File: config.mk
export PLATFORM = sky130hd
export DESIGN_NAME = cave_input_ctrl
export DESIGN_NICKNAME = d
export VERILOG_FILES = /design/src/rtl/cave_input_ctrl.sv
export SDC_FILE = /design/constraint.sdc
export NUM_CORES = 1
export LEC_CHECK = 0
export BUFFER_PORTS_ARGS = -buffer_cell sky130_fd_sc_hd__buf_2
export CORE_ASPECT_RATIO = 0.8
export CORE_MARGIN = 2
export CORE_UTILIZATION = 35
export DETAILED_ROUTE_END_ITERATION = 8
export SLEW_MARGIN = 20
export SYNTH_ARGS = -nofsm -noshare
export SYNTH_HDL_FRONTEND = slang
export SYNTH_SLANG_ARGS = --single-unit
File: constraint.sdc
create_clock -name clk_sys -period 4.4 [get_ports clk_sys]
set_clock_uncertainty 0.1 [all_clocks]
set_input_delay 0 -clock clk_sys [delete_from_list [all_inputs] [get_ports clk_sys]]
set_output_delay 0 -clock clk_sys [all_outputs]
set_load 0.1 [all_outputs]
File: src/rtl/cave_input_ctrl.sv
// cave_input_ctrl: player-input front end for the cave core.
// Merges hps_io PS/2 keys with MiSTer joysticks, shapes coin and autofire.
module cave_input_ctrl #(
  parameter int NUM_PLAYERS       = 2,
  parameter int NUM_BUTTONS       = 3,
  parameter int COIN_PULSE_CYCLES = 16,
  parameter int AUTOFIRE_DIV      = 20
) (
  input  logic                               clk_sys,
  input  logic                               RESET,
  input  logic [10:0]                        ps2_key,
  input  logic [32*NUM_PLAYERS-1:0]          joystick,
  input  logic                               autofire_en,
  input  logic [NUM_BUTTONS-1:0]             autofire_mask,
  output logic [NUM_PLAYERS-1:0]             up,
  output logic [NUM_PLAYERS-1:0]             down,
  output logic [NUM_PLAYERS-1:0]             left,
  output logic [NUM_PLAYERS-1:0]             right,
  output logic [NUM_PLAYERS*NUM_BUTTONS-1:0] buttons,
  output logic [NUM_PLAYERS-1:0]             start,
  output logic [NUM_PLAYERS-1:0]             coin,
  output logic [NUM_PLAYERS-1:0]             pause,
  output logic [NUM_PLAYERS-1:0]             service
);

  localparam int NP = NUM_PLAYERS;
  localparam int NB = NUM_BUTTONS;
  localparam int CP = COIN_PULSE_CYCLES;
  localparam int CW = (CP > 0) ? $clog2(CP + 1) : 1;
  localparam logic [CW-1:0] COIN_LOAD = CW'(CP);

  // Key register layout mirrors the joystick word for 3 buttons
  localparam int K_RIGHT = 0;
  localparam int K_LEFT  = 1;
  localparam int K_DOWN  = 2;
  localparam int K_UP    = 3;
  localparam int K_BTN   = 4;
  localparam int K_START = 7;
  localparam int K_COIN  = 8;
  localparam int K_PAUSE = 9;
  localparam int K_SERV  = 10;

  logic             primed_q, primed_d;
  logic             old_toggle_q, old_toggle_d;
  logic [1:0][10:0] key_q, key_d;
  logic             ps2_evt;
  logic             pressed;

  always_comb begin
    primed_d     = 1'b1;
    key_d        = key_q;
    pressed      = ps2_key[9];
    ps2_evt      = primed_q && (ps2_key[10] != old_toggle_q);
    old_toggle_d = old_toggle_q;
    if (!primed_q || ps2_evt)
      old_toggle_d = ps2_key[10];
    if (ps2_evt) begin
      case (ps2_key[7:0])
        8'h75: key_d[0][K_UP]      = pressed;
        8'h72: key_d[0][K_DOWN]    = pressed;
        8'h6B: key_d[0][K_LEFT]    = pressed;
        8'h74: key_d[0][K_RIGHT]   = pressed;
        8'h14: key_d[0][K_BTN]     = pressed;
        8'h11: key_d[0][K_BTN+1]   = pressed;
        8'h29: key_d[0][K_BTN+2]   = pressed;
        8'h16: key_d[0][K_START]   = pressed;
        8'h2E: key_d[0][K_COIN]    = pressed;
        8'h4D: key_d[0][K_PAUSE]   = pressed;
        8'h46: key_d[0][K_SERV]    = pressed;
        8'h2D: key_d[1][K_UP]      = pressed;
        8'h2B: key_d[1][K_DOWN]    = pressed;
        8'h23: key_d[1][K_LEFT]    = pressed;
        8'h34: key_d[1][K_RIGHT]   = pressed;
        8'h1C: key_d[1][K_BTN]     = pressed;
        8'h1B: key_d[1][K_BTN+1]   = pressed;
        8'h15: key_d[1][K_BTN+2]   = pressed;
        8'h1E: key_d[1][K_START]   = pressed;
        8'h36: key_d[1][K_COIN]    = pressed;
        8'h45: key_d[1][K_SERV]    = pressed;
        default: ;
      endcase
    end
  end

  logic unused_misc;
  assign unused_misc = ^{ps2_key[8], key_q};

  logic [NP-1:0]    m_up, m_down, m_left, m_right;
  logic [NP-1:0]    m_start, m_coin, m_pause, m_serv;
  logic [NP*NB-1:0] m_btn;

  for (genvar p = 0; p < NP; p++) begin : g_pl
    logic [10:0] kp;
    logic [31:0] js;
    logic        unused_js;

    // Only players 0 and 1 have keyboard bindings
    if (p < 2) begin : g_kb
      assign kp = key_q[p];
    end else begin : g_nokb
      assign kp = '0;
    end

    assign js        = joystick[32*p +: 32];
    assign unused_js = ^{js, kp};

    assign m_right[p] = js[0] | kp[K_RIGHT];
    assign m_left[p]  = js[1] | kp[K_LEFT];
    assign m_down[p]  = js[2] | kp[K_DOWN];
    assign m_up[p]    = js[3] | kp[K_UP];
    assign m_start[p] = js[4+NB] | kp[K_START];
    assign m_coin[p]  = js[5+NB] | kp[K_COIN];
    assign m_pause[p] = js[6+NB] | kp[K_PAUSE];
    assign m_serv[p]  = js[7+NB] | kp[K_SERV];

    for (genvar k = 0; k < NB; k++) begin : g_btn
      if (k < 3) begin : g_kbtn
        assign m_btn[p*NB+k] = js[4+k] | kp[K_BTN+k];
      end else begin : g_jbtn
        assign m_btn[p*NB+k] = js[4+k];
      end
    end
  end

  logic [NP-1:0][CW-1:0] cnt_q, cnt_d;
  logic [NP-1:0]         coin_prev_q, coin_prev_d;
  logic [NP-1:0]         coin_q, coin_d;
  logic [NP-1:0]         rise;

  always_comb begin
    coin_prev_d = m_coin;
    cnt_d       = cnt_q;
    coin_d      = '0;
    rise        = m_coin & ~coin_prev_q;
    for (int p = 0; p < NP; p++) begin
      if (CP == 0) begin
        coin_d[p] = m_coin[p];
      end else begin
        // Edges arriving mid-pulse are dropped, never queued
        if (rise[p] && cnt_q[p] == '0)
          cnt_d[p] = COIN_LOAD;
        else if (cnt_q[p] != '0)
          cnt_d[p] = cnt_q[p] - CW'(1);
        coin_d[p] = (cnt_d[p] != '0);
      end
    end
  end

  logic [AUTOFIRE_DIV-1:0] af_cnt_q, af_cnt_d;
  logic                    phase_q, phase_d;

  always_comb begin
    af_cnt_d = af_cnt_q + AUTOFIRE_DIV'(1);
    phase_d  = phase_q ^ (&af_cnt_q);
  end

  logic [NP-1:0]    up_q, up_d, down_q, down_d;
  logic [NP-1:0]    left_q, left_d, right_q, right_d;
  logic [NP-1:0]    start_q, start_d, pause_q, pause_d;
  logic [NP-1:0]    serv_q, serv_d;
  logic [NP*NB-1:0] btn_q, btn_d;

  always_comb begin
    up_d    = m_up;
    down_d  = m_down;
    left_d  = m_left;
    right_d = m_right;
    start_d = m_start;
    pause_d = m_pause;
    serv_d  = m_serv;
    btn_d   = '0;
    for (int p = 0; p < NP; p++) begin
      for (int k = 0; k < NB; k++) begin
        btn_d[p*NB+k] = m_btn[p*NB+k] &
          (~autofire_en | ~autofire_mask[k] | phase_q);
      end
    end
  end

  always_ff @(posedge clk_sys or posedge RESET) begin
    if (RESET) begin
      primed_q     <= 1'b0;
      old_toggle_q <= 1'b0;
      key_q        <= '0;
      cnt_q        <= '0;
      coin_prev_q  <= '0;
      coin_q       <= '0;
      af_cnt_q     <= '0;
      phase_q      <= 1'b0;
      up_q         <= '0;
      down_q       <= '0;
      left_q       <= '0;
      right_q      <= '0;
      start_q      <= '0;
      pause_q      <= '0;
      serv_q       <= '0;
      btn_q        <= '0;
    end else begin
      primed_q     <= primed_d;
      old_toggle_q <= old_toggle_d;
      key_q        <= key_d;
      cnt_q        <= cnt_d;
      coin_prev_q  <= coin_prev_d;
      coin_q       <= coin_d;
      af_cnt_q     <= af_cnt_d;
      phase_q      <= phase_d;
      up_q         <= up_d;
      down_q       <= down_d;
      left_q       <= left_d;
      right_q      <= right_d;
      start_q      <= start_d;
      pause_q      <= pause_d;
      serv_q       <= serv_d;
      btn_q        <= btn_d;
    end
  end

  assign up      = up_q;
  assign down    = down_q;
  assign left    = left_q;
  assign right   = right_q;
  assign buttons = btn_q;
  assign start   = start_q;
  assign coin    = coin_q;
  assign pause   = pause_q;
  assign service = serv_q;

endmodule
After elaboration in Yosys (flattened, before gate mapping)
Cells that the tools add are included.
{"block": "word_totals", "reg_bits": 78, "in_bits": 81, "out_inout_bits": 22}
{"block": "op_classes", "addsub": 3, "n_eq_ne": 22, "mux": 4, "n_bitwise": 40, "reduce_logical": 33}
{"operator": "$eq 8x5->1 const B", "count": 7}
{"operator": "$eq 8x6->1 const B", "count": 7}
{"operator": "$eq 8x7->1 const B", "count": 7}
{"operator": "$reduce_and 2->1", "count": 21}
{"operator": "$or 1x1->1", "count": 27}
{"operator": "$add 20x1->20 const B", "count": 1}
{"operator": "$mux 5", "count": 4}
{"operator": "$reduce_and 20->1", "count": 1}
{"operator": "$reduce_bool 5->1", "count": 4}
{"operator": "$logic_not 5->1", "count": 2}
{"operator": "$sub 5x1->5 const B", "count": 2}
{"operator": "$and 1x1->1", "count": 6}
{"operator": "$not 1->1", "count": 4}
{"operator": "$logic_and 1x1->1", "count": 3}
{"operator": "$and 2x2->2", "count": 1}
{"operator": "$not 2->2", "count": 1}
{"operator": "$logic_not 1->1", "count": 1}
{"operator": "$logic_or 1x1->1", "count": 1}
{"operator": "$ne 1x1->1", "count": 1}
{"operator": "$xor 1x1->1", "count": 1}

Longest topological paths before layout
Gate-level depths: netlist (run 1).
{"block": "depth", "ltp_word": 5, "mapped_depth": 7, "depth_no_buf": 6}

Worst setup path after synthesis (run 1)
No wires, ideal clock.
{"block": "synth_path", "path_kind": "flip-flop to flip-flop", "startpoint": "register cnt_q[5] in the netlist's numbering", "endpoint": "register coin_q[1], in the netlist coin[1]", "setup_time_ps": 139, "arrival_ps": 1754, "t_required_ps": 4161, "setup_slack_ps": 2408, "stages_incl_launch_ff": 8, "period_less_slack_ps": 1992, "cell_sequence": "dfrtp_1 -> inv_1 -> ha_1 -> or3b_1 -> buf_2 -> nor2_2 -> nor2_1 -> or4_1"}
{"element": "start, declared", "line": "125", "text": "logic [NP-1:0][CW-1:0] cnt_q, cnt_d;"}
{"element": "start signal, assigned", "line": "202", "text": "cnt_q <= cnt_d;"}
{"element": "end signal, assigned", "line": "204", "text": "coin_q <= coin_d;"}
{"element": "end, declared", "line": "127", "text": "logic [NP-1:0] coin_q, coin_d;"}

==> run metrics, run 1 <==
DR vias/cell=between 4 and 5; Max Buffers Root-to-Sink=2; Peak Freq=approximately 460 MHz; CP Capture Type=register; DIE HEIGHT=~90 um; vias in the first global route=between 2,000 and 2,500; EDFF count, synth=0; hold-fix buffers at CTS=27; largest net degree at the start of global routing=between 70 and 80; crit path kind=register to register; Avg Cell Area, Syn=about 12 um2; Final Power=a little over 2 mW; crit path launch type=register; IO buf count=59; post-synthesis cell count=between 200 and 300; met3 routed WL=277 um; Seq/Total Area, Yosys=about three fifths; H-tree lvl count=3; GRT overflow=0; Die W=112 um; Slew @ Worst Pin=a little over 700 ps; max-slew violations=0; Placer Congestion=between 0.8 and 0.9; Final min period=approximately 2200 ps; metal1 wirelength=3.19 mm; Pleak=2.02 nW; antenna violations before repair=0; XOR/XNOR share of the synthesized area=between 5 and 6%; Final Instance Count excl. Fillers=between 400 and 500; Clock Tree Root=clkbuf_16; status=finished, final reports clean; CTS tree=yes; Hold Vio Cnt, Final=0; Synth Area in Compound Gates=~3.5%; final-report setup violation count=0; pwr/cell area=around 480 nW/um2; Sink Count=a little under 80; total CTS buffers=9; fraction of registers with async set or reset after synthesis=100%; Cell variety after synth=between 40 and 50; vias=roughly 2,200; initial DRC count=75; WP data arrival=approximately 2300 ps; ranking of synthesized cells by area=dfrtp_1 (60%), mux2_2 (7.3%), xnor2_1 (4.0%); drt first pass iters=4; # rows=31; Worst-path clk slew=60 ps; Initial Util=between 30% and 40%; Ports=just over 100; synth-to-layout area growth=31.1%; first-pass GRT wire length=between 10 and 15 mm; largest fanout on the critical path=6; ys flop type=dfrtp_1; Synth top area share=around three fifths; Final ANT Viol Nets=0; layout cells sized above 1=a little under a third; setup bufs post-CTS=0; Die ar.=a little over 10,000 um2; Slew HR=52.6%; Cell Area, Synth=~3300 um2; setup repair after global routing missed its margin=no; most numerous cell in the Yosys netlist=dfrtp_1; setup TNS=0 ps; GRT Total Usage=between 10 and 15%; Filler Cells Inserted=slightly above 800; met2 routed WL=3.02 mm; largest family of logic cells by synthesized area=simple AND/OR/NAND/NOR gates; post-synthesis net count=between 300 and 400; Max Cap Violations=0; PostCTS Resize Cnt=0; area of the multi-input gates=1240 um2; Post-Synth Simple-Gate Area=approximately a fifth; Clk Latency, worst-skew pair=330 ps; DP Cell Count=roughly 440; Hold Crit Class=input port to register; core area=approximately 9000 um2; drt wl/cell=~14 um; HPWL after DPL=4.37 mm; DR top layer=met4; nets=450; WP data required=around 4500 ps; post-synthesis mux area share=7.95%; total DRC errors in the routed layout=0; largest area contributor in the netlist=dfrtp_1; Yosys reg bits=between 70 and 80; Yosys warnings=0; Period Utilization, post-route=approximately half; FF+latch area=roughly 2000 um2; Worst VDD drop=approximately 0.00028 V; Post-synth top cells=dfrtp_1 (78), nor2_1 (26), mux2_2 (21); adder-cell area share of the yosys netlist=under 10%; total wire length=about 6.6 mm; Inserted Diodes=0
## through the flow
stage | area, um2 | util [%] | worst slack (ps) | hold WS (ps)
2_1_floorplan | 3260 | - | 2300 | -68.6
3_3_place_gp | 3680 | 40.7 | 2320 | 12.4
3_5_place_dp | 3680 | 40.7 | 2260 | 10.6
4_1_cts | 4270 | 47.2 | 2240 | 61.9
5_1_grt | 4270 | 47.3 | 2100 | 78.1
6_report | 4270 | 47.3 | 2240 | 75.8
## worst max-delay path, cell delays in order, from the launching register on
cell	delay, ps
dfrtp_1	430
inv_1	80
ha_1	200
or3b_1	460
nor2_2	150
o2bb2ai_1	110
or4_1	480
## final cells by class
class,count,area share (%)
clock buffer,13,5.86
clock inverter,3,1.58
inverter,10,0.908
multi-input combinational,180,29.1
sequential,78,45.7
tap,115,3.37
timing repair buffer,87,13.5
## registers in the layout (all words and copies together), names as in the netlist, 6 cells and up
name	cells
g_pl.kp	21
cnt_q	10
buttons	6
af_cnt_q	20
## layer usage
metal  GRT usage (%)  vias up
met3            4.16        8
met4            5.86        0
met2            21.7       50
li1                -     1118
met5               0        -
met1            19.8     1058
## path summary, 6_finish.rpt
kind                                from            end  slack, ps  cells past startpoint
max                             cnt_q[5]        coin[1]       2240                      6
max in group asynchronous          RESET   af_cnt_q[19]       3420                      4
min in group asynchronous          RESET     buttons[2]        310                      4
max reg2reg                     cnt_q[5]        coin[1]       2240                      6
min reg2reg                g_pl[1].kp[2]        down[1]        360                      1
min                           ps2_key[3]  g_pl[0].kp[2]         80                      3
## layout by cell type (no fill, tap or decap), types with 3 or more instances in the layout
cell | netlist | final
nand2b_1 | 3 | 3
nand2_1 | 11 | 11
nand3_1 | 11 | 11
or2_2 | 14 | 14
buf_2 | 2 | 59
nand4_1 | 6 | 6
nor2_1 | 26 | 26
a21oi_1 | 8 | 8
nor3_1 | 15 | 15
dlygate4sd3_1 | 0 | 27
ha_1 | 3 | 3
o21ai_0 | 4 | 4
dfrtp_1 | 78 | 78
and3_1 | 3 | 3
clkbuf_16 | 0 | 9
clkbuf_1 | 3 | 3
xnor2_1 | 15 | 15
nor2b_1 | 3 | 3
inv_1 | 10 | 9
xor2_1 | 7 | 7
mux2_2 | 21 | 21
## kinds of logic after synthesis
logic type | count (synthesis)
AND/OR/NAND/NOR | 112
flip-flops | 78
multiplexers | 23
XOR/XNOR | 22
AO/OA/AOI/OAI | 19
buffers and inverters | 16
adder cells (fa/ha/maj) | 3
other | 1
## power breakdown
| part | internal, mW | switching [mW] | total (mW) |
|---|---|---|---|
| Clock | 0.513 | 0.281 | 0.794 |
| Combinational | 0.153 | 0.271 | 0.424 |
| Sequential | 0.789 | 0.0600 | 0.849 |
| Total | 1.46 | 0.611 | 2.07 |
Power figures use the tool's default switching activity.
==> inputs of run 2 (changes only) <==
Clock period 4.4 ns to 1.85 ns, I/O delays scaled along.
==> run metrics, run 2 (synthesis results as in run 1) <==
H-tree lvl count=3 (unchanged); crit path kind=register to register; initial DRC count=129 (+72%); Clock Tree Root=clkbuf_16; layout cells sized above 1=39.6% (+8.9 points); Placed Area=3810 um2 (+3.7%); pwr/cell area=1160 nW/um2 (+140%); Inserted Diodes=0 (unchanged); final-report setup violation count=2 (+2); # rows=31 (unchanged); Sink Count=78 (unchanged); DP Cell Count=459 (+3.6%); status=finished, violations left; GRT overflow=0 (unchanged); Final min period=1940 ps (-215 ps); nets=470 (+4.4%); Worst VDD drop=0.000771 V (+170%); Placer Congestion=0.873 (+0.34%); vias=2,405 (+7.7%); drt first pass iters=4 (unchanged); total wire length=7.04 mm (+6.6%); Max Cap Violations=0 (unchanged); Filler Cells Inserted=829 (+0.36%); Hold Crit Class=input port to register; Die ar.=10,100 um2 (unchanged); setup repair after global routing missed its margin=yes; Clk Latency, worst-skew pair=340 ps (about the same); failing checks=negative setup slack; Peak Freq=515 MHz (+11%); Final ANT Viol Nets=0 (unchanged); Final Instance Area=4550 um2 (+6.6%); Die W=112 um (unchanged); highest-count cells in the layout ignoring fill and taps=dfrtp_1 (78), buf_2 (59), dlygate4sd3_1 (27); Ports=103 (unchanged); Final Instance Count excl. Fillers=506 (+4.1%); largest fanout on the critical path=5 (-1); Slew HR=60.2% (+7.6 points); CP Capture Type=register; antenna violations before repair=0 (unchanged); first-pass GRT wire length=12.1 mm (+5.3%); worst setup margin=-91.5 ps (-2340 ps); max-slew violations=0 (unchanged); drt wl/cell=13.9 um (+2.4%); synth-to-layout area growth=39.7%; Max Buffers Root-to-Sink=2 (unchanged); Pleak=2.14 nW (+6.0%); vias in the first global route=2,532 (+10%); Initial Util=36.1% (unchanged); crit path launch type=register; GRT Total Usage=15.2% (+0.77 points); HPWL after DPL=4.59 mm (+5.0%); Period Utilization, post-route=105% (+56 points); core area=9040 um2 (unchanged); CTS tree=yes; WP data arrival=2040 ps (-210 ps); WP data required=1950 ps (-2550 ps); setup TNS=-112 ps (-112 ps); Final Power=5.30 mW (+160%); DIE HEIGHT=90.3 um (unchanged); commonest non-fill, non-tap cell in the layout=dfrtp_1; Worst-path clk slew=60 ps (about the same); IO buf count=59 (unchanged); Slew @ Worst Pin=596 ps (-110 ps); Hold Vio Cnt, Final=0 (unchanged); largest net degree at the start of global routing=43 (-46%); DR vias/cell=4.75 (+3.4%); total DRC errors in the routed layout=0 (unchanged); total CTS buffers=9 (unchanged); max reg flops=21 (unchanged)
## run 2: changes by cell type in the layout (fill, tap and decap cells not counted), moves of 3 or more
cell	delta
nor2_4	+3
buf_4	+20
nor2_1	-4
nor3_2	+5
nor3_1	-5
## run 2: per-stage QoR
| step | hold WS [ps] | setup slack, ps | utilization [%] |
|---|---|---|---|
| 6_report | 33.2 | -91.5 | 50.4 |
| 3_5_place_dp | 6.43 | -104 | 42.2 |
| 3_3_place_gp | 2.17 | -57.2 | 42.2 |
| 4_1_cts | 30.6 | -67.1 | 49.4 |
| 5_1_grt | 45.9 | -194 | 50.4 |
| 2_1_floorplan | -68.6 | -142 | - |
## run 2: repair_timing
item	in CTS	in global routing
hold buffers	27	0
pin swaps	2	2
setup buffers	2	2
endpoints found under the hold margin	49	0
endpoints found under the setup margin	7	14
resized for setup	9	17
## run 2: path summary, 6_finish.rpt
path                           startpoint          end  slack [ps]  cells past startpoint
min reg2reg                g_pl[1].kp[10]   service[1]         360                      1
max reg2reg                      cnt_q[5]      coin[1]         -90                      6
min in group asynchronous           RESET        up[0]         190                      3
min                           autofire_en   buttons[3]          30                      3
max in group asynchronous           RESET  af_cnt_q[8]         870                      4
max                              cnt_q[5]      coin[1]         -90                      6
## run 2: final cells by class
class	count	area (um2)	share of cell area [%]
clock inverters	5	82.6	1.81
flip-flops and latches	78	1950	42.9
well taps	115	144	3.16
multi-input cells	180	1350	29.7
repair buffers	107	736	16.2
inverters	10	41.3	0.907
clock buffers	11	243	5.33
## run 2: power breakdown
group	leakage (nW)	total (mW)	switching, mW	internal [mW]
logic	0.985	1.38	0.778	0.603
registers	0.994	2.02	0.142	1.88
clock network	0.160	1.90	0.680	1.22
total	2.14	5.30	1.60	3.70
## run 2: layer usage
| layer | vias up | wire length [um] | global-route usage [%] |
|---|---|---|---|
| li1 | 1162 | - | - |
| met1 | 1182 | 3200 | 19.7 |
| met2 | 54 | 3420 | 24.2 |
| met3 | 7 | 314 | 5.03 |
| met4 | 0 | 107 | 5.25 |
| met5 | - | 0 | 0 |
## run 2: critical path, stage by stage (launching register included)
cell and delay, ps:
dfrtp_1 370, inv_1 50, ha_1 150, or3b_4 430, nor2_4 140, nor2_1 70, or4_1 490
==> inputs of run 3 (changes only) <==
Settings changed: CORE_MARGIN 2 to 1.
==> run metrics, run 3 (synthesis results as in run 1) <==
critical path depth=6 (unchanged); Initial Util=36.1% (unchanged); Worst-path clk slew=60 ps (about the same); commonest non-fill, non-tap cell in the layout=dfrtp_1; Hold Vio Cnt, Final=0 (unchanged); setup bufs post-CTS=0 (-2); Inserted Diodes=0 (unchanged); max-slew violations=0 (unchanged); CP Capture Point=coin[1]; first-pass GRT wire length=11.0 mm (-9.0%); met3 routed WL=326 um (+3.8%); power share of the combinational group=24.4% (-1.6 points); IO buf count=59 (unchanged); # rows=31 (unchanged); CP Capture Type=register; DR vias/cell=4.72 (-0.77%); status=finished, violations left; Worst VDD drop=0.000989 V (+28%); crit path from=cnt_q[5]; antenna violations before repair=0 (unchanged); Period Utilization, post-route=104% (-0.80 points); highest-count cells in the layout ignoring fill and taps=dfrtp_1 (78), buf_2 (59), dlygate4sd3_1 (27); metal1 wirelength=3.08 mm (-3.9%); nets=465 (-1.1%); Pleak=2.09 nW (-2.1%); H-tree lvl count=3 (unchanged); setup repair after global routing missed its margin=yes; synth-to-layout area growth=37.5%; total CTS buffers=9 (unchanged); Worst path top cell family by delay=simple AND/OR/NAND/NOR gates; crit path kind=register to register; setup TNS=-83.2 ps (+28.9 ps); total wire length=6.49 mm (-7.8%); DR top layer=met4; core area=9040 um2 (unchanged); Ports=103 (unchanged); Sink Count=78 (unchanged); crit-path cells=inv_1 > ha_1 > or3b_4 > nor2_4 > o2bb2ai_1 > or4_1; Worst R2R Path Depth=6 (unchanged); pwr/cell area=1110 nW/um2 (-4.3%); GRT overflow=0 (unchanged); net switching power=1.53 mW (-4.5%); WP data required=1960 ps (about the same); Clock Tree Root=clkbuf_16; Max Cap Violations=0 (unchanged); Worst Path Buf+Inv=1 (unchanged); Filler Cells Inserted=829 (unchanged); max reg flops=21 (unchanged); met2 routed WL=2.94 mm (-14%); failing checks=negative setup slack; Clk Latency, worst-skew pair=330 ps (about the same); total DRC errors in the routed layout=0 (unchanged); WP data arrival=2030 ps (about the same); crit path launch type=register; Slew @ Worst Pin=512 ps (-84.8 ps); GRT Total Usage=15.3% (+0.045 points); drt wl/cell=13.0 um (-6.9%); Peak Freq=519 MHz (+0.77%); initial DRC count=70 (-46%); reg-to-reg slack, setup=-80 ps (about the same); Slew HR=65.8% (+5.7 points); Die ar.=9700 um2 (-4.0%); Placer Congestion=0.799 (-8.5%); drt first pass iters=4 (unchanged); Hold Crit Class=input port to register; Final ANT Viol Nets=0 (unchanged); largest net degree at the start of global routing=79 (+84%); pre-CTS setup slack=-124 ps (-20.1 ps); Net Sw Frac=30.6% (+0.42 points); Max stage delay cell, worst path=or4_1; Reg-to-Reg Start=cnt_q[5]; Final Instance Area=4480 um2 (-1.6%); sequential share of power=40.3% (+2.2 points); Clk network pwr share=35.4% (-0.5 points); Worst R2R End=coin[1]; largest fanout on the critical path=5 (unchanged); layout cells sized above 1=37.8% (-1.8 points); Final min period=1930 ps (-14.8 ps); vias=2,363 (-1.7%); Max Buffers Root-to-Sink=2 (unchanged); WHS=38.4 ps (+5.16 ps); vias in the first global route=2,349 (-7.2%); Crit path largest cell delay=460 ps (-30 ps); final-report setup violation count=2 (unchanged); Placed Area=3810 um2 (-0.20%); HPWL after DPL=4.49 mm (-2.1%); worst setup margin=-76.7 ps (+14.8 ps); DIE HEIGHT=88.3 um (-2.2%); Int Pwr=3.47 mW (-6.4%); CTS tree=yes; Die W=110 um (-1.8%)
## run 3: worst reg2reg max path: stages (launching register included)
cell	delay, ps
dfrtp_1	380
inv_1	60
ha_1	160
or3b_4	420
nor2_4	110
o2bb2ai_1	100
or4_1	460
## run 3: cell type report
| cell class | count | area [um2] | area share, % |
|---|---|---|---|
| clock buffers | 11 | 243 | 5.42 |
| clock inverters | 5 | 58.8 | 1.31 |
| inverters | 10 | 41.3 | 0.922 |
| multi-input cells | 180 | 1340 | 30.0 |
| flip-flops and latches | 78 | 1950 | 43.6 |
| well taps | 115 | 144 | 3.21 |
| repair buffers | 102 | 698 | 15.6 |
## run 3: how the worst min path moves through the flow
stage,startpoint,end,slack [ps],depth (start not counted)
floorplan,joystick[41],pause[1],-70,0
global placement,joystick[41],pause[1],10,1
detailed placement,joystick[41],pause[1],20,1
CTS,ps2_key[3],g_pl[0].kp[2],40,3
global route,ps2_key[3],g_pl[0].kp[2],40,3
finish,ps2_key[3],g_pl[0].kp[2],40,3
## run 3: routing by layer
metal | global-route usage (%) | vias up
li1 | - | 1154
met3 | 5.96 | 14
met5 | 0 | -
met2 | 22.9 | 60
met4 | 6.18 | 0
met1 | 19.9 | 1135
## run 3: stage by stage
stage,power [mW],cells,util [%]
after floorplan,2.79,274,-
after CTS,5.02,501,48.7
after detailed placement,3.16,458,42.1
after global routing,5.26,501,49.6
final,4.99,501,49.6
after global placement,3.13,458,42.1
## run 3: power by group through the flow
stage / logic, mW / clock network [mW] / registers, mW
detailed placement: 1.13 / 0 / 2.03
finish: 1.22 / 1.77 / 2.01
floorplan: 0.490 / 0 / 2.30
global placement: 1.10 / 0 / 2.03
global route: 1.33 / 1.89 / 2.03
CTS: 1.20 / 1.82 / 2.01
## run 3: repair_timing
| action | 4_1_cts | 5_1_grt |
|---|---|---|
| hold buffers | 27 | 0 |
| endpoints found under the hold margin | 101 | 0 |
| cloned | 0 | 0 |
| endpoints found under the setup margin | 6 | 9 |
| pin swaps | 2 | 5 |
| resized for setup | 5 | 19 |
